==> src/rtl/rvv_pkg.sv <==
// Shared types and default widths for the vector instruction front end.
package rvv_pkg;

  localparam int unsigned DEF_INSN_WIDTH     = 32;
  localparam int unsigned DEF_VEX_DATA_WIDTH = 32;

  typedef struct packed {
    logic [DEF_INSN_WIDTH-1:0]     insn;
    logic [DEF_VEX_DATA_WIDTH-1:0] op1;
    logic [DEF_VEX_DATA_WIDTH-1:0] op2;
  } insn_entry_t;

endpackage

==> src/rtl/rvv_sync_fifo.sv <==
// Single-clock show-ahead FIFO: storage, wrapping pointers and fill count.
module rvv_sync_fifo #(
  parameter int unsigned WIDTH = 32,
  parameter int unsigned DEPTH = 4,
  parameter int unsigned CNT_W = $clog2(DEPTH + 1)
) (
  input  logic             clk,
  input  logic             rst_n,
  input  logic             flush,
  input  logic             wr_en,
  input  logic [WIDTH-1:0] wr_data,
  input  logic             rd_en,
  output logic [WIDTH-1:0] rd_data,
  output logic [CNT_W-1:0] count
);

  localparam int unsigned PTR_W = $clog2(DEPTH);

  logic [WIDTH-1:0] mem [DEPTH];
  logic [PTR_W-1:0] wr_ptr;
  logic [PTR_W-1:0] rd_ptr;

  assign rd_data = mem[rd_ptr];

  always_ff @(posedge clk or negedge rst_n) begin
    if (!rst_n) begin
      for (int unsigned i = 0; i < DEPTH; i++) mem[i] <= '0;
      wr_ptr <= '0;
      rd_ptr <= '0;
      count  <= '0;
    end else if (flush) begin
      wr_ptr <= '0;
      rd_ptr <= '0;
      count  <= '0;
    end else begin
      if (wr_en) begin
        mem[wr_ptr] <= wr_data;
        wr_ptr      <= wr_ptr + 1'b1;
      end
      if (rd_en) rd_ptr <= rd_ptr + 1'b1;
      case ({wr_en, rd_en})
        2'b10:   count <= count + 1'b1;
        2'b01:   count <= count - 1'b1;
        default: count <= count;
      endcase
    end
  end

endmodule

==> src/rtl/rvv_insn_queue_front.sv <==
// DEPTH-entry instruction queue between the VexRiscv issue port and rvv_proc_main,
// with optional empty-queue bypass, flush gating and a sticky overflow flag.
module rvv_insn_queue_front
  import rvv_pkg::*;
#(
  parameter int unsigned INSN_WIDTH     = DEF_INSN_WIDTH,
  parameter int unsigned VEX_DATA_WIDTH = DEF_VEX_DATA_WIDTH,
  parameter int unsigned DEPTH          = 4,
  parameter bit          BYPASS         = 1'b1,
  parameter int unsigned CNT_W          = $clog2(DEPTH + 1)
) (
  input  logic                      clk,
  input  logic                      rst_n,
  input  logic [INSN_WIDTH-1:0]     insn_in,
  input  logic                      insn_valid,
  input  logic [VEX_DATA_WIDTH-1:0] vexrv_data_in_1,
  input  logic [VEX_DATA_WIDTH-1:0] vexrv_data_in_2,
  output logic                      insn_ready_out,
  input  logic                      flush,
  input  logic                      core_rdy,
  output logic [INSN_WIDTH-1:0]     insn_out,
  output logic                      insn_out_valid,
  output logic [VEX_DATA_WIDTH-1:0] vexrv_data_out_1,
  output logic [VEX_DATA_WIDTH-1:0] vexrv_data_out_2,
  output logic [CNT_W-1:0]          fill_level,
  output logic                      overflow_err,
  input  logic                      err_clr
);

  typedef struct packed {
    logic [INSN_WIDTH-1:0]     insn;
    logic [VEX_DATA_WIDTH-1:0] op1;
    logic [VEX_DATA_WIDTH-1:0] op2;
  } entry_t;

  localparam logic [CNT_W-1:0] FULL_CNT = CNT_W'(DEPTH);

  entry_t           wr_entry;
  entry_t           rd_entry;
  logic [CNT_W-1:0] count;
  logic             bypass_act;
  logic             push;
  logic             pop;
  logic             fifo_wr;
  logic             fifo_rd;

  assign wr_entry = '{insn: insn_in, op1: vexrv_data_in_1, op2: vexrv_data_in_2};

  always_comb begin
    bypass_act     = BYPASS && (count == '0) && insn_valid && !flush;
    insn_out_valid = !flush && ((count != '0) || bypass_act);
    pop            = insn_out_valid && core_rdy;
    insn_ready_out = !flush && ((count != FULL_CNT) || pop);
    push           = insn_valid && insn_ready_out;
    // A bypassed entry taken by the core in the same cycle never touches storage.
    fifo_wr        = push && !(bypass_act && core_rdy);
    fifo_rd        = pop && !bypass_act;
    insn_out         = bypass_act ? insn_in         : rd_entry.insn;
    vexrv_data_out_1 = bypass_act ? vexrv_data_in_1 : rd_entry.op1;
    vexrv_data_out_2 = bypass_act ? vexrv_data_in_2 : rd_entry.op2;
  end

  rvv_sync_fifo #(
    .WIDTH ($bits(entry_t)),
    .DEPTH (DEPTH),
    .CNT_W (CNT_W)
  ) u_fifo (
    .clk     (clk),
    .rst_n   (rst_n),
    .flush   (flush),
    .wr_en   (fifo_wr),
    .wr_data (wr_entry),
    .rd_en   (fifo_rd),
    .rd_data (rd_entry),
    .count   (count)
  );

  assign fill_level = count;

  always_ff @(posedge clk or negedge rst_n) begin
    if (!rst_n)
      overflow_err <= 1'b0;
    else if (insn_valid && !insn_ready_out && !flush)
      overflow_err <= 1'b1;
    else if (err_clr)
      overflow_err <= 1'b0;
  end

endmodule

==> config.mk <==
export PLATFORM = sky130hd
export DESIGN_NAME = rvv_insn_queue_front
export DESIGN_NICKNAME = d
export VERILOG_FILES = /design/src/rtl/rvv_pkg.sv /design/src/rtl/rvv_sync_fifo.sv /design/src/rtl/rvv_insn_queue_front.sv
export SDC_FILE = /design/constraint.sdc
export NUM_CORES = 1
export LEC_CHECK = 0
export ABC_CLOCK_PERIOD_IN_PS = 2800
export BUFFER_PORTS_ARGS = -buffer_cell sky130_fd_sc_hd__buf_4
export CORE_MARGIN = 8
export CORE_UTILIZATION = 50
export CTS_CLUSTER_DIAMETER = 40
export DETAILED_ROUTE_END_ITERATION = 7
export PLACE_DENSITY_LB_ADDON = 0.2
export SLEW_MARGIN = 20
export SYNTH_ARGS = -nofsm -noshare
export SYNTH_HDL_FRONTEND = slang
export SYNTH_SLANG_ARGS = --single-unit
==> constraint.sdc <==
create_clock -name clk -period 2.8 [get_ports clk]
set_input_delay 0.28 -clock clk [delete_from_list [all_inputs] [get_ports clk]]
set_output_delay 0.28 -clock clk [all_outputs]
set_load 0.02 [all_outputs]
==> impl_metrics.yaml <==
outcome:
  status: "finished, final reports clean"
worst_setup_path:
  critPathMaxFanout: 13
  end_kind: "primary output"
  cp-start-kind: "flop"
  reg2reg_slack_ps: 550
  crit_type: "flop to primary output"
  arrival_ps: 2430
  crit_required_ps: 2520
final_layout:
  finalNonFillerCells: 1930
  area_delta_synth_final_pct: 27.1
  layout_common_cells: "dfrtp_1 (390), mux2_2 (321), buf_4 (219)"
  fillers: 2626
  drive_gt1_frac: 0.518
  final_common_cell: "dfrtp_1"
  final_area_um2: 23400
  final_nets: 1528
  final_core_util: 0.642
floorplanning:
  num_io_pins: 204
  initial_core_util: 0.505
  die_width_um: 208
  core-area_um2: 36400
  die_h_um: 208
  rows: 70
  die_area_um2: 43200
synthesis:
  synth_top_area_frac: 0.533
  synth_area_leader_cell: "dfrtp_1"
  synth.net_count: 1210
  yosysSeqAreaShare: 0.533
  synth_top_cells_by_area: "dfrtp_1 (53%), mux2_2 (20%), mux4_2 (12%), mux2_1 (9.8%), buf_6 (1.2%)"
  syn_area_um2: 18400
  avgSynthCellArea_um2: 16.7
  ys_types: 37
  netlist_instances: 1103
  synth_seq_cells: 392
  yosys_warnings: 0
clock_network:
  clk_pin_slew_ps: 50
  h-tree-depth: 2
  clock_sinks: 392
  cts_buffer_depth: 3
  cts-root-buf: "clkbuf_16"
  clkLatencyLatePin_ps: 580
  cts_buffers: 56
  cts_tree: "yes"
sta:
  period_minus_slack_ps: 2710
  fin_setup_tns_ps: 0
  finalSetupViolations: 0
  worst_slack_ps: 91.4
  hold_violations: 0
  fin_crit_sh: 0.967
  drv_slew: 0
  holdWs_ps: 85.9
  tightest_slew_ps: 583
  skew_ps: 12.0
  relSlewSlack: 0.611
  rsz0062_at_grt: "true"
  max_freq_mhz: 369
global_routing:
  antenna_found_initial: 1
  grt_max_degree: 77
  grt_pass1_vias: 12300
  grtUsageTotal: 0.193
  grt_pass1_wl_mm: 68.1
  grt.overflow.total: 0
place:
  place_worst_setup_slack_ps: 520
  place_area_um2: 20500
  gp_congestion: 0.759
  place_hpwl_mm: 24.6
  dp.cells: 1730
  io_buffers: 203
drt:
  dr.pass1.iters: 4
  wl_per_cell_um: 21.1
  vias: 10800
  final_antenna_net_count: 0
  drtIter0Drc: 481
  routed_wl_mm: 40.8
  remaining_drc_errors: 0
  vias_per_cell: 5.58
min_path:
  hp-class: "primary input to flop"
pwr:
  power.total_mw: 20.7
  leakage_nw: 10.7
  power_density_nw_per_um2: 883
  ir_drop_mv: 0.575
run:
  drv_cap: 0
cell usage after synthesis (all sizes together):
cell type,instances
a211o,1
nor2,5
dfrtp,392
o21a,1
a221o,1
or3b,1
clkbuf,12
o221ai,1
nand2b,1
a31oi,3
nor2b,2
nor4bb,1
nor3,1
ha,4
inv,9
mux2,481
o211ai,4
nor3b,1
nand3b,1
mux4,96
o311ai,1
buf,65
or2,1
fa,1
nand3,2
xnor2,2
o41a,1
xor2,2
nand2,1
a21oi,2
o2111ai,2
o31ai,2
o21ai,3
routing by layer:
layer	track usage	wire length [um]	up-vias
met5	0	0	-
met4	0.0507	758	0
met3	0.0491	2010	59
met2	0.319	19900	220
met1	0.253	18100	5663
li1	-	-	4819
registers in the layout, indices dropped and copies added (netlist names):
register,cells
u_fifo.wr_ptr,2
u_fifo.rd_ptr,2
u_fifo.mem,384
overflow_err,1
u_fifo.count,3
what timing repair did:
item	in CTS	in global routing
endpoints found under the hold margin	448	0
setup endpoints to repair	57	49
hold buffers	99	0
buffers inserted	2	0
resized for setup	1	1
kinds of logic (layout without fill, tap and decap cells):
family | after synthesis | count (layout) | synth area share
XOR/XNOR | 4 | 4 | 0.00292
AO/OA/AOI/OAI | 22 | 22 | 0.0118
flip-flops | 392 | 392 | 0.533
multiplexers | 577 | 577 | 0.412
AND/OR/NAND/NOR | 17 | 17 | 0.00523
adder cells (fa/ha/maj) | 5 | 5 | 0.00381
other | 0 | 1 | 0
buffers and inverters | 86 | 444 | 0.0317
area by class of cell:
class	instances	area, um^2	area share
clock inverters	26	369	0.0158
multi-input cells	625	8030	0.343
diodes	1	2.50	0.000107
clock buffers	72	1560	0.0668
repair buffers	337	3000	0.128
inverters	9	33.8	0.00144
well taps	468	586	0.0250
flip-flops and latches	392	9820	0.419
report_power, final:
| group | total (mW) | internal (mW) | switching [mW] |
|---|---|---|---|
| logic | 5.36 | 3.16 | 2.20 |
| clock network | 7.17 | 4.66 | 2.51 |
| registers | 8.13 | 7.33 | 0.795 |
| total | 20.7 | 15.1 | 5.51 |
path summary, 6_finish.rpt:
path | cells past startpoint | to | startpoint
max | 4 | vexrv_data_out_2[14] | u_fifo.rd_ptr[0]
min | 3 | u_fifo.wr_ptr[1] | insn_valid
max reg2reg | 5 | u_fifo.count[1] | u_fifo.count[1]
min reg2reg | 1 | u_fifo.mem[260] | u_fifo.mem[260]
max in group asynchronous | 4 | u_fifo.mem[249] | rst_n
min in group asynchronous | 2 | u_fifo.mem[271] | rst_n
worst max-delay path: stages (launching register included):
cell     delay (ps)
dfrtp_4         520
buf_4           320
mux4_2          540
mux2_2          300
buf_4           160
Note: power is estimated with default switching activity, not from simulation.
